`src/rtl/wbs_axis_ingress.sv`:
```
// Wishbone slave that buffers DATA writes in a small FIFO and replays them as an
// AXI-Stream master, with a programmable frame length driving m_tlast.
module wbs_axis_ingress #(
    parameter int unsigned DEPTH = 8
) (
    input  logic        wb_clk_i,
    input  logic        wb_rst_i,
    input  logic        wbs_cyc_i,
    input  logic        wbs_stb_i,
    input  logic        wbs_we_i,
    input  logic [3:0]  wbs_sel_i,
    input  logic [7:0]  wbs_adr_i,
    input  logic [31:0] wbs_dat_i,
    output logic        wbs_ack_o,
    output logic [31:0] wbs_dat_o,
    output logic        m_tvalid,
    output logic        m_tlast,
    output logic [31:0] m_tdata,
    input  logic        m_tready
);

    localparam int unsigned PW = (DEPTH > 1) ? $clog2(DEPTH) : 1;
    localparam int unsigned CW = 5;
    localparam int unsigned DW = 32;
    localparam int unsigned LW = 16;

    localparam logic [7:0] ADR_DATA   = 8'h00;
    localparam logic [7:0] ADR_LEN    = 8'h04;
    localparam logic [7:0] ADR_STATUS = 8'h08;

    logic [DW-1:0] mem [DEPTH];

    logic [PW-1:0] wr_ptr, wr_ptr_nx;
    logic [PW-1:0] rd_ptr, rd_ptr_nx;
    logic [CW-1:0] count, count_nx;
    logic [LW-1:0] len, len_nx;
    logic [LW-1:0] beat, beat_nx;

    logic          full, empty;
    logic          req, is_data, is_len, is_status;
    logic          push, pop, flush, len_wr, service;
    logic          tlast_nx;
    logic [DW-1:0] head_nx;
    logic [DW-1:0] reg_rdata;
    logic [DW-1:0] rdata_nx;

    logic          unused_sel;
    assign unused_sel = ^wbs_sel_i[3:2];

    // Request decode; a DATA write is held off while full, judged on the registered count
    always_comb begin
        full      = (count == CW'(DEPTH));
        empty     = (count == '0);
        req       = wbs_cyc_i & wbs_stb_i & ~wbs_ack_o;
        is_data   = (wbs_adr_i == ADR_DATA);
        is_len    = (wbs_adr_i == ADR_LEN);
        is_status = (wbs_adr_i == ADR_STATUS);
        push      = req & wbs_we_i & is_data & ~full;
        flush     = req & wbs_we_i & is_status & wbs_dat_i[0];
        len_wr    = req & wbs_we_i & is_len;
        service   = req & ~(wbs_we_i & is_data & full);
        pop       = m_tvalid & m_tready & ~flush;
    end

    // Register read mux, sampled from pre-edge state
    always_comb begin
        reg_rdata = '0;
        if (is_len) begin
            reg_rdata = {16'h0, len};
        end else if (is_status) begin
            reg_rdata = {beat, 9'h0, empty, full, count};
        end
        rdata_nx = (service & ~wbs_we_i) ? reg_rdata : '0;
    end

    // FIFO pointers and occupancy
    always_comb begin
        wr_ptr_nx = wr_ptr;
        rd_ptr_nx = rd_ptr;
        count_nx  = count;
        if (flush) begin
            wr_ptr_nx = '0;
            rd_ptr_nx = '0;
            count_nx  = '0;
        end else begin
            if (push) begin
                wr_ptr_nx = wr_ptr + PW'(1);
            end
            if (pop) begin
                rd_ptr_nx = rd_ptr + PW'(1);
            end
            case ({push, pop})
                2'b10:   count_nx = count + CW'(1);
                2'b01:   count_nx = count - CW'(1);
                default: count_nx = count;
            endcase
        end
    end

    // Head word for the next cycle; a push into a drained FIFO bypasses the array
    always_comb begin
        head_nx = mem[rd_ptr_nx];
        if (count_nx == '0) begin
            head_nx = '0;
        end else if (push && (count_nx == CW'(1))) begin
            head_nx = wbs_dat_i;
        end
    end

    // Frame length register and beat counter
    always_comb begin
        len_nx  = len;
        beat_nx = beat;
        if (len_wr) begin
            if (wbs_sel_i[0]) begin
                len_nx[7:0] = wbs_dat_i[7:0];
            end
            if (wbs_sel_i[1]) begin
                len_nx[15:8] = wbs_dat_i[15:8];
            end
        end
        if (flush || len_wr) begin
            beat_nx = '0;
        end else if (pop) begin
            beat_nx = m_tlast ? '0 : beat + LW'(1);
        end
        tlast_nx = (len_nx != '0) && (beat_nx == len_nx - LW'(1));
    end

    always_ff @(posedge wb_clk_i) begin
        if (push) begin
            mem[wr_ptr] <= wbs_dat_i;
        end
    end

    always_ff @(posedge wb_clk_i or posedge wb_rst_i) begin
        if (wb_rst_i) begin
            wr_ptr    <= '0;
            rd_ptr    <= '0;
            count     <= '0;
            len       <= '0;
            beat      <= '0;
            wbs_ack_o <= 1'b0;
            wbs_dat_o <= '0;
            m_tvalid  <= 1'b0;
            m_tlast   <= 1'b0;
            m_tdata   <= '0;
        end else begin
            wr_ptr    <= wr_ptr_nx;
            rd_ptr    <= rd_ptr_nx;
            count     <= count_nx;
            len       <= len_nx;
            beat      <= beat_nx;
            wbs_ack_o <= service;
            wbs_dat_o <= rdata_nx;
            m_tvalid  <= (count_nx != '0);
            m_tlast   <= tlast_nx;
            m_tdata   <= head_nx;
        end
    end

endmodule

```
`config.mk`:
```
export PLATFORM = sky130hd
export DESIGN_NAME = wbs_axis_ingress
export DESIGN_NICKNAME = d
export VERILOG_FILES = /design/src/rtl/wbs_axis_ingress.sv
export SDC_FILE = /design/constraint.sdc
export NUM_CORES = 1
export LEC_CHECK = 0
export ABC_AREA = 1
export BUFFER_PORTS_ARGS = -buffer_cell sky130_fd_sc_hd__buf_2
export CAP_MARGIN = 0
export CORE_MARGIN = 3
export CORE_UTILIZATION = 30
export CTS_CLUSTER_SIZE = 14
export DETAILED_ROUTE_END_ITERATION = 7
export HOLD_SLACK_MARGIN = 0.15
export SLEW_MARGIN = 20
export SYNTH_ARGS = -nofsm -noshare
export SYNTH_HDL_FRONTEND = slang
export SYNTH_SLANG_ARGS = --single-unit
```
`constraint.sdc`:
```
create_clock -name wb_clk_i -period 9.8 [get_ports wb_clk_i]
set_clock_uncertainty 0.15 [all_clocks]
set_input_delay 1.47 -clock wb_clk_i [delete_from_list [all_inputs] [get_ports wb_clk_i]]
set_output_delay 1.47 -clock wb_clk_i [all_outputs]
set_load 0.02 [all_outputs]
```
==> impl_metrics.toml <==
[global_route]
grt_usage = 0.1482
grt_pass1_vias = 11330
grt_pass1_wl_um = 65600
grt_max_degree = 93
overflow = 0
antenna_found_initial = 5

[sta]
setup_viol = 0
worst_pin_slew_ns = 1.127
slew_viol_final = 0
slew_headroom = 0.2484
hold_viol = 0
fin_setup_tns_ns = 0
fin_crit_ns = 4.973
max_freq_mhz = 201.1
holdWs_ns = 0.3849
rsz0062_at_grt = "no"
timing.final.crit_share = 0.5074

[cts]
ctsHtreeMaxLevel = 2
cts_tree = "yes"
clkLatencyLatePin_ns = 0.56
cts_buffers = 40
cts_resized = 0
numClockSinks = 366
cts-root-buf = "clkbuf_16"
ctsHoldBuffers = 0
cts_max_path_buffers = 3
post-cts-setup-buffers = 0
clk_pin_slew_ns = 0.05

[logic_synthesis]
ys_ff_latch = 366
syn_area_per_cell_um2 = 10.39
synth_cells = 1539
syn_nets = 1597
synthDistinctLibCells = 38
ys_seq_area_frac = 0.6530
yosysWarnings = 0
synthesis.area_um2 = 15990

[setup_path]
path_common_cell = "nand2_1"
crit_chain = "buf_2, nand2_1, clkinv_1, nand2_2, inv_2, ha_1, xor2_1, ha_1, inv_1, nand2_1, nand2_1, o21ai_1, xor2_1, nand2_1, o211a_1, nor3_2, nand2_1, buf_4, nand2_1, nand2_1, nor2_1"
crit_path_end_kind = "flop"
worstPathArrival_ns = 5.23
critPathKind = "input pin to flop"
start_kind = "input pin"
crit_slowest_cell = "clkinv_1"
worstPathMaxFanout = 32
cp_slowest_stage_delay_ns = 0.39
worst-endpoint-required_ns = 10.05

[final_layout]
final_core_util = 0.3577
final_common_cell = "nand2_1"
final_area_um2 = 18610
area_delta_synth_final_pct = 16.40
final_cell_mix = "354 x nand2_1, 256 x edfxtp_1, 214 x nor2_1, 114 x buf_2, 110 x dfrtp_1"
nets = 1707
drive_above_1_share = 0.1518

[route]
drt-vias-per-instance = 4.816
wl_met3_um = 2239
dr.first_iter.drc_count = 927
highest_layer = "met5"
wl_um = 41980
dr_total_vias = 11380
route.detailed.drc = 0
drt-met1-wl_um = 18900
wl_per_cell_um = 17.77
drt_first_pass_iters = 5
wl_met2_um = 19850
ant_nets = 0

[pwr]
power_mw = 5.102
p_sw_frac = 0.3705
p_seq_frac = 0.364
net-switching-power_mw = 1.890
ir_worst_vdd_uv = 245.0
power_density_nw_per_um2 = 274.1
p_leak_nw = 7.693
combPwrFrac = 0.344
clkPwrFrac = 0.292
power.internal_mw = 3.211

[hold_path]
hold_path.class = "flop to flop"

[floorplanning]
die_h_um = 236.9
start_util = 0.3073
die_area_um2 = 56100
core_area_um2 = 52030
io_pins = 117
std_cell_rows = 83
die_x_um = 236.9

[flow_run]
cap_violations = 0

[placement]
placed_area_um2 = 17300
portBuffers = 114
routabilityCongestion = 0.9008
hpwl_um = 25420

[run_status]
status = "finished, final reports clean"
[synthesized netlist by cell type]
library cell,instances,area (um^2)
nor3b_1,1,7.510
or2_2,3,18.77
nand2_2,19,118.9
a221oi_1,32,280.3
nand3b_1,2,15.01
inv_1,94,352.8
nor2_4,5,56.30
nand3_1,109,545.5
o21ai_0,58,290.3
buf_1,6,22.52
a21oi_1,78,390.4
o211ai_1,3,22.52
clkinv_1,3,11.26
clkbuf_1,23,86.33
nand4_1,10,62.56
xor2_1,3,26.28
nor2_1,215,807.0
nand2_1,356,1336
buf_2,24,120.1
edfxtp_1,256,7687
mux2i_1,32,320.3
inv_2,6,22.52
buf_4,7,52.55
nor2_8,1,20.02
dfrtp_1,110,2753
ha_1,8,100.1
o21a_1,1,7.510
o211a_1,1,10.01
nor3_1,44,220.2
xnor2_1,5,43.79
buf_6,4,45.04
nor2_2,9,56.30
a21boi_0,1,7.510
clkbuf_2,1,5.000
o41ai_1,1,8.760
o21ai_1,5,25.02
nand2_4,2,22.52
nor3_2,1,10.01
[registers in the layout (all words and copies together), names as in the netlist]
register,flops
m_tvalid,1
m_tlast,1
count,5
beat,16
m_tdata,32
wbs_dat_o,32
mem,256
wbs_ack_o,1
wr_ptr,3
rd_ptr,3
len,16
[per-layer routing]
layer | track usage | vias up
li1 | - | 5449
met1 | 0.1967 | 5553
met2 | 0.2460 | 303
met3 | 0.03040 | 64
met4 | 0.04160 | 6
met5 | 0 | -
[layout make-up]
type | instances | area [um^2]
sequential | 366 | 10440
timing repair buffer | 133 | 713.2
antenna | 2 | 5.005
clock inverter | 20 | 210.2
clock buffer | 53 | 1090
inverter | 103 | 389.1
fill | 5154 | 33420
tap | 680 | 850.8
multi-input combinational | 1005 | 4912
[critical path: cells and delay by family]
kind / cells / cell delay (ns)
AOI/OAI and AO/OA: 2 / 0.28
buffers and inverters: 5 / 1.02
and+or+nand+nor: 10 / 1.55
adders and majority gates: 2 / 0.50
xor gates and xnor gates: 2 / 0.37
[final timing paths]
path | depth (start not counted) | start | endpoint | slack, ns
worst min-delay path | 2 | len[8] | wbs_dat_o[8] | 0.38
worst min register to register | 2 | len[8] | wbs_dat_o[8] | 0.38
min in group asynchronous | 2 | wb_rst_i | m_tdata[21] | 0.92
worst max register to register | 20 | m_tvalid | m_tdata[1] | 5.48
max in group asynchronous | 3 | wb_rst_i | wbs_dat_o[11] | 7.32
worst max-delay path | 21 | m_tready | m_tdata[1] | 4.83
[power groups by stage]
stage	logic [mW]	clock network, mW	registers [mW]
after floorplan	1.20	0	1.96
final	1.76	1.49	1.86
after CTS	1.78	1.53	1.86
after detailed placement	1.77	0	1.89
after global routing	1.99	1.59	1.87
after global placement	1.76	0	1.89
[cell families (layout without fill, tap and decap cells)]
family          Yosys count  after routing  share of synthesized area
simple gates            777            777                     0.2062
flops                   366            366                     0.6530
compound gates          180            180                    0.06519
buf+inv                 168            309                    0.04492
mux                      32             32                    0.02003
fa+ha+maj                 8              8                   0.006261
xor+xnor                  8              8                   0.004383
other cells               0              2                          0
[stage by stage]
step                      setup WS, ns  instances
after global routing             4.419       2360
after floorplan                  4.854       1539
after CTS                        4.887       2360
final                            4.827       2362
after detailed placement         4.337       2287
after global placement           4.357       2287
No activity file was read; power rests on OpenSTA's default activity.
